## config.mk

```make
export PLATFORM = sky130hd
export DESIGN_NAME = player_input_decoder
export DESIGN_NICKNAME = d
export VERILOG_FILES = /design/src/rtl/player_input_decoder_pkg.sv /design/src/rtl/player_input_decoder_frame_edge_sync.sv /design/src/rtl/player_input_decoder.sv
export SDC_FILE = /design/constraint.sdc
export NUM_CORES = 1
export LEC_CHECK = 0
export CORE_MARGIN = 2
export CORE_UTILIZATION = 30
export CTS_CLUSTER_SIZE = 24
export DETAILED_ROUTE_END_ITERATION = 8
export GPL_ROUTABILITY_DRIVEN = 0
export SYNTH_ARGS = -nofsm -noshare
export SYNTH_HDL_FRONTEND = slang
export SYNTH_SLANG_ARGS = --single-unit
```

## constraint.sdc

```tcl
create_clock -name clk -period 2.8 [get_ports clk]
set_input_delay 0.42 -clock clk [delete_from_list [all_inputs] [get_ports clk]]
set_output_delay 0.42 -clock clk [all_outputs]
set_load 0.01 [all_outputs]
```

## src/rtl/player_input_decoder_pkg.sv

```systemverilog
// Shared player-control definitions: action indices, keycode width and default key maps.
package player_input_decoder_pkg;

    localparam int unsigned KEY_W       = 8;
    localparam int unsigned NUM_ACTIONS = 8;

    localparam int unsigned ACT_UP      = 7;
    localparam int unsigned ACT_DOWN    = 6;
    localparam int unsigned ACT_LEFT    = 5;
    localparam int unsigned ACT_RIGHT   = 4;
    localparam int unsigned ACT_AIM_L   = 3;
    localparam int unsigned ACT_AIM_R   = 2;
    localparam int unsigned ACT_FIRE    = 1;
    localparam int unsigned ACT_SPECIAL = 0;

    // HID usage codes, action 7 in the top byte: W S A D Q E Space F
    localparam logic [NUM_ACTIONS*KEY_W-1:0] P1_CONTROLS =
        {8'h1A, 8'h16, 8'h04, 8'h07, 8'h14, 8'h08, 8'h2C, 8'h09};

    // Arrows, comma, period, Enter, slash
    localparam logic [NUM_ACTIONS*KEY_W-1:0] P2_CONTROLS =
        {8'h52, 8'h51, 8'h50, 8'h4F, 8'h36, 8'h37, 8'h28, 8'h38};

endpackage

```

## src/rtl/player_input_decoder_frame_edge_sync.sv

```systemverilog
// Two-flop synchronizer and rising-edge detector for the VGA vertical sync.
// All flops reset high so a level already high at reset release is not an edge.
module frame_edge_sync (
    input  logic clk,
    input  logic reset_n,
    input  logic i_async,
    output logic o_tick
);

    logic r_sync1;
    logic r_sync2;
    logic r_hist;
    logic r_tick;

    always_ff @(posedge clk or negedge reset_n) begin
        if (!reset_n) begin
            r_sync1 <= 1'b1;
            r_sync2 <= 1'b1;
            r_hist  <= 1'b1;
            r_tick  <= 1'b0;
        end else begin
            r_sync1 <= i_async;
            r_sync2 <= r_sync1;
            r_hist  <= r_sync2;
            r_tick  <= r_sync2 & ~r_hist;
        end
    end

    assign o_tick = r_tick;

endmodule

```

## src/rtl/player_input_decoder.sv

```systemverilog
// Maps the two-slot HID keycode word onto per-player actions and produces
// frame-aligned held levels, new-press pulses and auto-repeat pulses.
module player_input_decoder
    import player_input_decoder_pkg::*;
#(
    parameter int unsigned REPEAT_DELAY  = 12,
    parameter int unsigned REPEAT_PERIOD = 4
) (
    input  logic                           clk,
    input  logic                           reset_n,
    input  logic                           frame_clk,
    input  logic [2*KEY_W-1:0]             keycode,
    input  logic [NUM_ACTIONS*KEY_W-1:0]   controls,
    input  logic                           enable,
    output logic                           frame_tick,
    output logic [NUM_ACTIONS-1:0]         held,
    output logic [NUM_ACTIONS-1:0]         press,
    output logic [NUM_ACTIONS-1:0]         repeat_fire
);

    localparam int unsigned CNT_W = 6;
    localparam logic [CNT_W-1:0] CNT_DELAY  = CNT_W'(REPEAT_DELAY);
    localparam logic [CNT_W-1:0] CNT_RELOAD = CNT_W'(REPEAT_DELAY - REPEAT_PERIOD + 1);

    logic                   w_tick;
    logic [2*KEY_W-1:0]     r_keycode;
    logic [NUM_ACTIONS-1:0] w_raw;
    logic [NUM_ACTIONS-1:0] r_held;
    logic [NUM_ACTIONS-1:0] r_press;

    frame_edge_sync u_frame_sync (
        .clk     (clk),
        .reset_n (reset_n),
        .i_async (frame_clk),
        .o_tick  (w_tick)
    );

    for (genvar i = 0; i < NUM_ACTIONS; i++) begin : g_act
        logic [KEY_W-1:0] w_slot;
        logic [CNT_W-1:0] r_cnt;
        logic             r_fire;

        assign w_slot   = controls[KEY_W*i +: KEY_W];
        // An empty map slot must not match the empty keycode slot
        assign w_raw[i] = enable & (w_slot != '0) &
                          ((r_keycode[2*KEY_W-1:KEY_W] == w_slot) |
                           (r_keycode[KEY_W-1:0] == w_slot));

        // Counter saturates at the delay and reloads so the period repeats
        always_ff @(posedge clk or negedge reset_n) begin
            if (!reset_n) begin
                r_cnt  <= '0;
                r_fire <= 1'b0;
            end else begin
                r_fire <= 1'b0;
                if (w_tick) begin
                    if (!w_raw[i]) begin
                        r_cnt <= '0;
                    end else if (r_cnt == '0) begin
                        r_cnt  <= CNT_W'(1);
                        r_fire <= 1'b1;
                    end else if (r_cnt == CNT_DELAY) begin
                        r_cnt  <= CNT_RELOAD;
                        r_fire <= 1'b1;
                    end else begin
                        r_cnt <= r_cnt + CNT_W'(1);
                    end
                end
            end
        end

        assign repeat_fire[i] = r_fire;
    end

    always_ff @(posedge clk or negedge reset_n) begin
        if (!reset_n) begin
            r_keycode <= '0;
            r_held    <= '0;
            r_press   <= '0;
        end else begin
            r_keycode <= keycode;
            r_press   <= '0;
            if (w_tick) begin
                r_held  <= w_raw;
                r_press <= w_raw & ~r_held;
            end
        end
    end

    assign frame_tick = w_tick;
    assign held       = r_held;
    assign press      = r_press;

endmodule
```

==> metrics.cfg <==
[power_and_ir_drop]
leakagePower_uw=0.002655
seqPwrFrac_pct=48.1
powerDensity_mw_per_mm2=413.9
switching_share_pct=25.39
intPower_uw=2200
vdd_drop_max_v=0.0002956
p_clk_share_pct=37.6
combinationalPowerShare_pct=14.3
power_switching_uw=748.7

[global_routing]
gr-total-overflow=0
grt_usage_pct=16.23
grt_pass1_wl_um=24630
grt_pass1_vias=4495
antenna_found_initial=0
grt_max_degree=57

[clock_network]
cts_tree=yes
post-cts-setup-buffer-count=0
cts_buffer_depth=2
cts_buffers=9
htree_levels=3
clkSlewWorstSetupHoldPaths_ns=0.06
cts_sinks=92
cts_resized=0
cts_hold_buf=0
insertion_delay_ns=0.35
cts_root_buf=clkbuf_16

[drt]
drt_iter0_drc=332
drc=0
wl_per_cell_um=17.02
vias_per_cell=4.946
first_pass_iters=5
vias=4506
ant_nets=0
wl_um=15510

[critical_path]
slowest_stage=dfrtp_1
worst-setup-path-type=register to register
crit_fanout=8
cp-start-kind=register
max_stage_delay_ns=0.78
crit_chain=xnor2_1, nand4_1, o22ai_2, nand2_2, o32ai_1
worst_ep_arrival_time_ns=2.21
crit_path_end_kind=register
ff2ff_setup_slack_ns=0.83
required_ns=3.04

[sta]
rsz0062_at_grt=no
setup_viol=0
max_slew_margin_pct=54.68
finalCritPeriodShare_pct=70.26
worst_pin_slew_ns=0.6797
skew_ns=0.009643
timing.final.crit_period_ns=1.967
slew_viol_final=0
fmax_ghz=0.5083
fin_tns_setup_ns=0
hold_viol_final=0

[floorplanning]
fp.dieH_um=141.6
initial_core_util_pct=30.48
die-area_mm2=0.02006
fp.dieW_um=141.6
rows=50
core-area_mm2=0.01864
num_io_pins=109

[finish]
nFillCells=1902
fin_util_pct=38.22
seq_area_mm2=0.002306
area_growth_syn_to_layout_pct=25.39
drive_above_1_share_pct=5.613
finalNetCount=774
multi_input_area_mm2=0.002965
antenna_cells=0

[placed_design]
dp_hpwl_um=11070
portBuffers=108

[flow_run]
cap_violations=0

[synth]
ys.warnings.count=0
syn-cell-area_mm2=0.005683
syn_inst=582
synth-seq-cells=92
synth_top_area_cell=dfrtp_1
ys_seq_area_share_pct=40.58
synth-edff-count=0
synth_fp_nets=682
yosysTopAreaCellShare_pct=39.19
syn_area_per_cell_um2=9.765
synth_area_leaders=dfrtp_1, xnor2_1, nand4_1
synthFlopType=dfrtp_1
async_reset_ff_share_pct=100.0
yosysUniqueCellTypes=28

[run_status]
status=complete, no violations

[min_path]
hold_class=input pin to asynchronous set/reset pin

## path summary, 6_finish.rpt
| check | start | to | depth (start not counted) |
|---|---|---|---|
| setup reg to reg | r_keycode[4]$_DFF_PN0_ | g_act[2].r_cnt[4]$_DFFE_PN0P_ | 5 |
| max in group asynchronous | reset_n | g_act[7].r_cnt[3]$_DFFE_PN0P_ | 2 |
| min in group clk | u_frame_sync.r_sync1$_DFF_PN1_ | u_frame_sync.r_sync2$_DFF_PN1_ | 0 |
| setup / recovery | r_keycode[4]$_DFF_PN0_ | g_act[2].r_cnt[4]$_DFFE_PN0P_ | 5 |
| hold / removal | reset_n | u_frame_sync.o_tick$_DFF_PN0_ | 1 |
| hold reg to reg | u_frame_sync.r_sync1$_DFF_PN1_ | u_frame_sync.r_sync2$_DFF_PN1_ | 0 |
## cells in the mapped netlist, types with 4 or more instances
cell type / n
nor2_1: 22
buf_2: 8
nand2_1: 7
dfrtp_1: 89
a21oi_1: 8
nand3_1: 42
nand2_2: 8
o221ai_1: 4
and3_1: 4
o211ai_1: 8
inv_1: 54
clkbuf_1: 6
o32ai_1: 16
xor2_1: 8
buf_4: 9
ha_1: 16
nor4_1: 16
o21ai_0: 32
buf_6: 7
o22ai_2: 8
nand4_1: 34
xnor2_1: 146
o22ai_1: 10
nor3_1: 12
## power groups by stage
stage | Sequential [µW] | Combinational [µW] | Clock [µW]
detailed placement | 1440 | 425 | 0
global placement | 1440 | 422 | 0
global route | 1420 | 464 | 1200
floorplan | 1380 | 256 | 0
finish | 1420 | 423 | 1110
CTS | 1420 | 427 | 1150
## logic make-up (layout without fill, tap and decap cells)
| logic type | after synthesis | count (layout) | synth area share (%) |
|---|---|---|---|
| buffers and inverters | 84 | 179 | 7.243 |
| adders and majority gates | 16 | 16 | 3.523 |
| DFF | 92 | 92 | 40.58 |
| and+or+nand+nor | 148 | 148 | 13.83 |
| AOI/OAI and AO/OA | 88 | 88 | 11.10 |
| xor gates and xnor gates | 154 | 154 | 23.73 |
## state kept, by name, summed over array words and instances (netlist names), 8 cells and up
signal        flops
g_act.r_cnt      48
r_keycode        16
g_act.r_fire      8
held              8
press             8
## routing by layer
metal	share of wire, %	global-route usage, %
met5	0	0
met4	1.1	4.632
met3	5.6	3.341
met2	46	26.09
met1	48	22.20
## final cells by class
type	instances	area share, %
sequential	92	32.36
tap	234	4.109
multi-input combinational	406	41.62
inverter	54	2.845
clock buffer	11	3.407
timing repair buffer	111	15.45
clock inverter	3	0.2107
## cell usage in the layout (no fill, tap or decap), types with 2 or more instances in the layout
master           netlist  layout
nor3_1                12      12
o21ai_0               32      32
dfstp_2                3       3
clkdlybuf4s50_1        0     107
xor2_1                 8       8
nand2b_1               2       2
o311ai_2               2       2
nand2_2                8       8
nand2_1                7       7
o211ai_1               8       8
and3_1                 4       4
nand3_1               42      42
o32ai_1               16      16
o22ai_2                8       8
dfrtp_1               89      89
nand4_1               34      34
ha_1                  16      16
buf_4                  9       4
nor4_1                16      16
xnor2_1              146     146
a21oi_1                8       8
nor2_1                22      22
inv_1                 54      54
o221ai_1               4       4
o22ai_1               10      10
clkinv_2               0       3
clkbuf_16              0       9
## per-stage QoR
step                total power (µW)  setup WS, ns  hold slack (ns)  instances  instance area [µm²]
CTS                             2993        0.8220           0.1276        911                 7126
global placement                1866        0.5943           0.3471        897                 6868
finish                          2949        0.8327          0.09939        911                 7126
floorplan                       1635         1.334           0.1244        582                 5683
detailed placement              1869        0.5269           0.3485        897                 6868
global route                    3082        0.6941           0.1571        911                 7126
## critical path: cells and delay by family (launching register included)
kind / cells / cell delay, ns
flip-flops: 1 / 0.78
AO/OA/AOI/OAI: 2 / 0.60
AND/OR/NAND/NOR: 2 / 0.30
XOR/XNOR: 1 / 0.19
No activity file was read; power rests on OpenSTA's default activity.
